--- src/rtl/alu_operand_fetch.sv ---
// rtl/alu_operand_fetch.sv - operand fetch stage with busy-bit scoreboard feeding the pipelined ALU
// Optional write-through bypass enabled by defining FETCH_BYPASS_EN.
module alu_operand_fetch #(
  parameter int DW = 32,
  parameter int AW = 5
) (
  input  logic          clk,
  input  logic          rst_n,
  input  logic          iss_valid,
  output logic          iss_ready,
  input  logic [AW-1:0] iss_rs1,
  input  logic [AW-1:0] iss_rs2,
  input  logic [AW-1:0] iss_rd,
  input  logic [2:0]    iss_S,
  input  logic          iss_Cin,
  output logic [DW-1:0] abus,
  output logic [DW-1:0] bbus,
  output logic [2:0]    S,
  output logic          Cin,
  output logic          out_valid,
  output logic [AW-1:0] out_rd,
  input  logic          wr_en,
  input  logic [AW-1:0] wr_addr,
  input  logic [DW-1:0] wr_data
);

  localparam int NR = 1 << AW;

  logic [DW-1:0] rf [NR];
  logic [NR-1:0] busy;
  logic [NR-1:0] busy_nx;
  logic          byp1, byp2, bypd;
  logic [DW-1:0] rd1, rd2;
  logic          accept;

`ifdef FETCH_BYPASS_EN
  // A write to r0 is dropped, so it must not forward either.
  assign byp1 = wr_en && (wr_addr == iss_rs1) && (wr_addr != '0);
  assign byp2 = wr_en && (wr_addr == iss_rs2) && (wr_addr != '0);
  assign bypd = wr_en && (wr_addr == iss_rd)  && (wr_addr != '0);
`else
  assign byp1 = 1'b0;
  assign byp2 = 1'b0;
  assign bypd = 1'b0;
`endif

  always_comb begin
    rd1 = rf[iss_rs1];
    if (iss_rs1 == '0)
      rd1 = '0;
    else if (byp1)
      rd1 = wr_data;
  end

  always_comb begin
    rd2 = rf[iss_rs2];
    if (iss_rs2 == '0)
      rd2 = '0;
    else if (byp2)
      rd2 = wr_data;
  end

  assign iss_ready = (!busy[iss_rs1] || byp1) &&
                     (!busy[iss_rs2] || byp2) &&
                     (!busy[iss_rd]  || bypd);
  assign accept = iss_valid && iss_ready;

  // Set is applied after clear so an issue to the writeback register keeps it busy.
  always_comb begin
    busy_nx = busy;
    if (wr_en)
      busy_nx[wr_addr] = 1'b0;
    if (accept && (iss_rd != '0))
      busy_nx[iss_rd] = 1'b1;
    busy_nx[0] = 1'b0;
  end

  always_ff @(posedge clk or negedge rst_n) begin
    if (!rst_n)
      busy <= '0;
    else
      busy <= busy_nx;
  end

  always_ff @(posedge clk or negedge rst_n) begin
    if (!rst_n) begin
      for (int i = 0; i < NR; i++)
        rf[i] <= '0;
    end else if (wr_en && (wr_addr != '0)) begin
      rf[wr_addr] <= wr_data;
    end
  end

  always_ff @(posedge clk or negedge rst_n) begin
    if (!rst_n) begin
      out_valid <= 1'b0;
      abus      <= '0;
      bbus      <= '0;
      S         <= '0;
      Cin       <= 1'b0;
      out_rd    <= '0;
    end else begin
      out_valid <= accept;
      if (accept) begin
        abus   <= rd1;
        bbus   <= rd2;
        S      <= iss_S;
        Cin    <= iss_Cin;
        out_rd <= iss_rd;
      end
    end
  end

endmodule

--- config.mk ---
export PLATFORM = sky130hd
export DESIGN_NAME = alu_operand_fetch
export DESIGN_NICKNAME = d
export VERILOG_FILES = /design/src/rtl/alu_operand_fetch.sv
export SDC_FILE = /design/constraint.sdc
export NUM_CORES = 2
export LEC_CHECK = 0
export BUFFER_PORTS_ARGS = -buffer_cell sky130_fd_sc_hd__buf_2
export CORE_MARGIN = 2
export CORE_UTILIZATION = 63
export DETAILED_ROUTE_END_ITERATION = 16
export GPL_ROUTABILITY_DRIVEN = 0
export PLACE_DENSITY = 0.89
export SETUP_SLACK_MARGIN = 0.3
export SLEW_MARGIN = 0
export SYNTH_ARGS = -nofsm -noshare
export SYNTH_HDL_FRONTEND = slang
export SYNTH_SLANG_ARGS = --single-unit
--- constraint.sdc ---
create_clock -name clk -period 2.9 [get_ports clk]
set_clock_uncertainty 0.1 [all_clocks]
set_input_delay 0.435 -clock clk [delete_from_list [all_inputs] [get_ports clk]]
set_output_delay 0.435 -clock clk [all_outputs]
set_load 0.01 [all_outputs]
After elaboration in Yosys (flattened, before gate mapping)
Cells that the tools add are included.

word-level totals
  word-level logic and storage cells = 93
  input port bits = 60
  output and inout port bits = 75
  flip-flop bits (word level) = 1129

cells by class
  bitwise logic cells = 6
  multiplexer cells = 23
  order comparisons = 10
  reductions and logical operators = 15

operator list
  operator            count
  $bwmux 1024         1
  $bmux 32 s5         2
  $mux 32             9
  $demux 32 s5        1
  $and 32x32->32      1
  $not 32->32         1
  $or 32x32->32       1
  $lt 5x6->1 const B  4
  $ge 6x6->1 const B  3
  $not 5->6           3
  $bmux 1 s5          3
  $demux 1 s5         2
  $ge 5x1->1 const B  2
  $logic_not 5->1     2
  $reduce_bool 5->1   2
  $logic_and 1x1->1   8
  $lt 6x1->1 const B  1
  $mux 1              5
  $logic_not 1->1     3

Depth between registers and ports, before layout
  depth after elaboration = 9
  depth in mapped cells = 11
  mapped depth without buffers = 7

Worst setup path before layout
No wires, ideal clock.

  kind = input to register
  start point = input iss_rs2[0]
  end point = register bbus[18]
  stages = 9
  data required time = 2673 ps
  arrival = 2806 ps
  buffers on the path = 4
  setup time = 127 ps
  slack = -134 ps
  cells stage by stage = clkbuf_1 buf_2 clkbuf_1 buf_2 mux4_2 mux4_2 nand2_1 o21ai_0 mux2_1

on the way
  longest elaborated chain between the ends = 6
  elaborated cells between the ends (all ways) = 12
  classes of those cells = mux (6); bitwise (1); reduce/logical (5)

RTL lines
  element                       line  source
  start: declaration            12    input logic [AW-1:0] iss_rs2,
  $bmux 1 s5                    64    (!busy[iss_rs2] || byp2) &&
  $mux 1 (implied by the code)  64
  $logic_not 1->1               64
  $logic_and 1x1->1             63    assign iss_ready = (!busy[iss_rs1] || byp1) &&
  $logic_and 1x1->1             64
  $logic_and 1x1->1             66    assign accept = iss_valid && iss_ready;
  end signal: assignment        106   bbus <= rd2;
  end: declaration              17    output logic [DW-1:0] bbus,

Parallel ways exist; a longest one is shown, timed or not. The select of a mux whose other input is x is not followed.
A chain may end at the register's enable or synchronous reset.

Worst setup path in the final report
  start point = register busy[15]
  end point = output iss_ready

on the way
  longest elaborated chain between the ends = 5
  elaborated cells between the ends (all ways) = 11
  classes of those cells = mux (6); reduce/logical (5)

RTL lines
  element                                    line    source
  start: declaration                         30      logic [NR-1:0] busy;
  start signal: assignment                   82      busy <= busy_nx;
  $bmux 1 s5, on equally long branches       63, 64
  $mux 1, on equally long branches           63, 64
  $logic_not 1->1, on equally long branches  63, 64
  $logic_and 1x1->1                          63
  $logic_and 1x1->1 (*)                      64
  end: declaration                           10      output logic iss_ready,

Mark *: on every way between the ends. The rest lies on a longest branch, timed or not. The select of a mux whose other input is x is not followed.

==> results.tsv <==
metric	value	unit
Leakage	29.15	nW
failing checks	setup timing	
Die Y-Extent	309.5	um
sequential area share after synthesis	48.06	%
Core ar.	92910	um^2
xor/xnor cell area share of the yosys netlist	0	%
final setup fails	89	
H-tree levels	3	
CTS tree	built	
max_slew headroom	12.61	%
mux cell area share after synthesis	45.77	%
main combinational cell family by area after synthesis	multiplexers	
Final Hold Violating Endpoints	0	
final worst slack	-0.5640	ns
Min-Delay Path Class	in2reg	
Layout area overhead	14.13	%
Pwr per Cell Area	717.8	nW/um^2
Max stage delay on crit path	0.51	ns
fraction of the mapped netlist area in compound gates	1.371	%
Post-Synth Adder-Cell Area	0	%
number of enable flip-flop cells after synthesis	0	
Critical Path Sink Type	primary output	
Die Width	309.5	um
largest net degree at the start of global routing	96	
Vias	38270	
hpwl dp	98330	um
Reg power frac	45.4	%
Yosys top cell area share	48.06	%
Mapped Nets	3715	
Reg area	28250	um^2
WL/cell	34.13	um
Synth async-reset ratio	100.0	%
Main synth FF type	dfrtp_1	
total CTS buffers	112	
I/O pin count	135	
CTS max path bufs	3	
Net Sw Frac	27.93	%
area of the mapped netlist	58780	um^2
global-route wire length before repair	260000	um
status	finished, violations left	
crit path max fanout	2	
total congestion overflow	0	
switching power total	13.45	mW
CP startpoint kind	flop	
simple-gate area share of the yosys netlist	1.396	%
Initial DRC Count	4916	
vias in the first global route	40140	
cells along the critical path	mux4_2 > mux2i_2 > o211ai_1 > or3b_4 > nor3_4 > buf_4 > buf_6	
fmax	0.2887	GHz
WHS Path Cells	3	
Peak VDD IR	539.7	uV
clock sink count	1129	
Max Cap Violations	0	
die area	95760	um^2
clock root cell	clkbuf_16	
minimum clock period	3.464	ns
# rows	112	
initial antenna violation count	9	
Pins Over Slew Limit	0	
worst slew pin tran	1.308	ns
Yosys cell types	47	
Synth area leader	dfrtp_1	
global router's overall resource usage	37.09	%
multi-input logic area	29090	um^2
internal power	34.70	mW
I/O Buffers	134	
clk_lat worst skew	0.71	ns
worst hold slack	0.03150	ns
via/cell ratio	7.509	
FILL cells	5085	
mean post-synth cell area	16.08	um^2
fin crit share	119.4	%
cells after synthesis	3655	
top post-synthesis cells by area	dfrtp_1 (48%), mux4_2 (25%), mux2_2 (20%), clkbuf_1 (1.7%), o21ai_0 (0.82%)	
# DRC	0	
Final ANT Viol Nets	0	
Routed WL	173900	um
register bit count reported by yosys	1129	
Post-layout nets	3807	
Gate power share	23.5	%
RSZ-0062 raised after global routing	true	
R2R depth	11	
worst setup path class	reg2out	
clock power share	31.1	%
layout cells sized above 1	61.23	%
total chip power	48.15	mW
Ys Warns	0	
Critical Path RT	2.37	ns
Starting Density	63.27	%
crit path DAT	2.93	ns
Place WS	-0.2892	ns
Pre-Repair DR Iteration Count	6	
CP max-delay cell	mux4_2	
clock slew seen by the registers of the worst setup and hold paths	0.06	ns
synth_stat cells, drive strengths merged (2+ instances only):
library cell	count
a311oi	2
a31oi	2
a32o	15
a32oi	2
and2	2
and3	2
and3b	3
buf	134
clkbuf	272
dfrtp	1129
inv	73
mux2	1072
mux2i	12
mux4	653
nand2	101
nand2b	3
nand3	6
nand3b	8
nor2	24
nor2b	5
nor3	6
nor3b	8
o211ai	2
o21ai	96
o21bai	4
o22ai	3
or3b	4
placed cells by master (no fill, tap or decap), drive strengths merged, types with 4 or more instances in the layout:
cell type | synthesis | routed
nand3b | 8 | 8
bufinv | 0 | 8
o21ai | 96 | 96
inv | 73 | 74
dfrtp | 1129 | 1129
dlygate4sd3 | 0 | 5
clkinv | 0 | 23
mux2i | 12 | 12
o21bai | 4 | 4
or3b | 4 | 4
buf | 134 | 379
nand2 | 101 | 101
nor2b | 5 | 5
a32o | 15 | 15
nor3b | 8 | 8
nor3 | 6 | 6
diode | 0 | 7
mux4 | 653 | 653
mux2 | 1072 | 1072
nand3 | 6 | 6
nor2 | 24 | 24
clkbuf | 272 | 167
per-stage QoR:
step	TNS [ns]	area, um^2	utilization (%)	cells
after floorplan	0	59080	-	3655
after global placement	-11.76	62420	67.18	4854
after detailed placement	-22.33	62420	67.18	4854
after CTS	-7.458	66810	71.91	5082
after global routing	-23.27	67070	72.19	5092
final	-23.20	67080	72.20	5096
critical path, delay by kind of cell (launching register included):
| family | cells | cell delay [ns] |
|---|---|---|
| mux | 2 | 0.75 |
| simple gates | 2 | 0.64 |
| buf+inv | 2 | 0.25 |
| compound gates | 1 | 0.15 |
| flops | 1 | 0.42 |
path summary, 6_finish.rpt:
| kind | from | to | slack [ns] |
|---|---|---|---|
| worst max-delay path | busy[15] | iss_ready | -0.56 |
| worst min-delay path | iss_rd[2] | out_rd[2] | 0.03 |
| worst max register to register | busy[15] | bbus[16] | -0.34 |
| worst min register to register | rf[1017] | rf[1017] | 0.30 |
| max in group asynchronous | rst_n | rf[524] | 1.50 |
| min in group asynchronous | rst_n | busy[1] | 0.21 |
flip-flops by register name, summed over array words and instances, names as in the netlist:
signal and count:
rf 1024, abus 32, bbus 32, busy 31, out_valid 1, out_rd 5
Cin 1, S 3
what timing repair did:
action / CTS / global route
gates cloned: 9 / 0
gates resized for setup: 61 / 60
endpoints found under the setup margin: 89 / 131
pin swaps: 6 / 6
setup buffers: 12 / 7
hold buffers: 5 / 0
hold endpoints to repair: 18 / 0
power groups by stage:
stage	logic (mW)	registers, mW	clock network, mW
2_1_floorplan	7.49	21.1	0
3_3_place_gp	9.97	21.5	0
3_5_place_dp	10.4	21.8	0
4_1_cts	11.0	21.6	15.0
5_1_grt	11.9	22.1	15.7
6_report	11.3	21.8	15.0
metal layers:
layer  share of wire [%]  global-route usage, %
met1                  35                  48.81
met2                  46                  55.90
met3                  13                  12.00
met4                 6.1                  19.37
met5               0.020                      0
area by class of cell:
cell class	instances	area share [%]
Clock inverter	35	0.6024
Inverter	73	0.4215
Antenna cell	7	0.02611
Sequential cell	1129	42.12
Tap cell	1254	2.339
Multi-Input combinational cell	2047	43.36
Timing Repair Buffer	384	6.149
Clock buffer	167	4.986
kinds of logic after synthesis:
| group | after synthesis |
|---|---|
| mux | 1737 |
| buf+inv | 479 |
| compound gates | 134 |
| flops | 1129 |
| simple gates | 176 |
(Power assumes the default switching activity.)
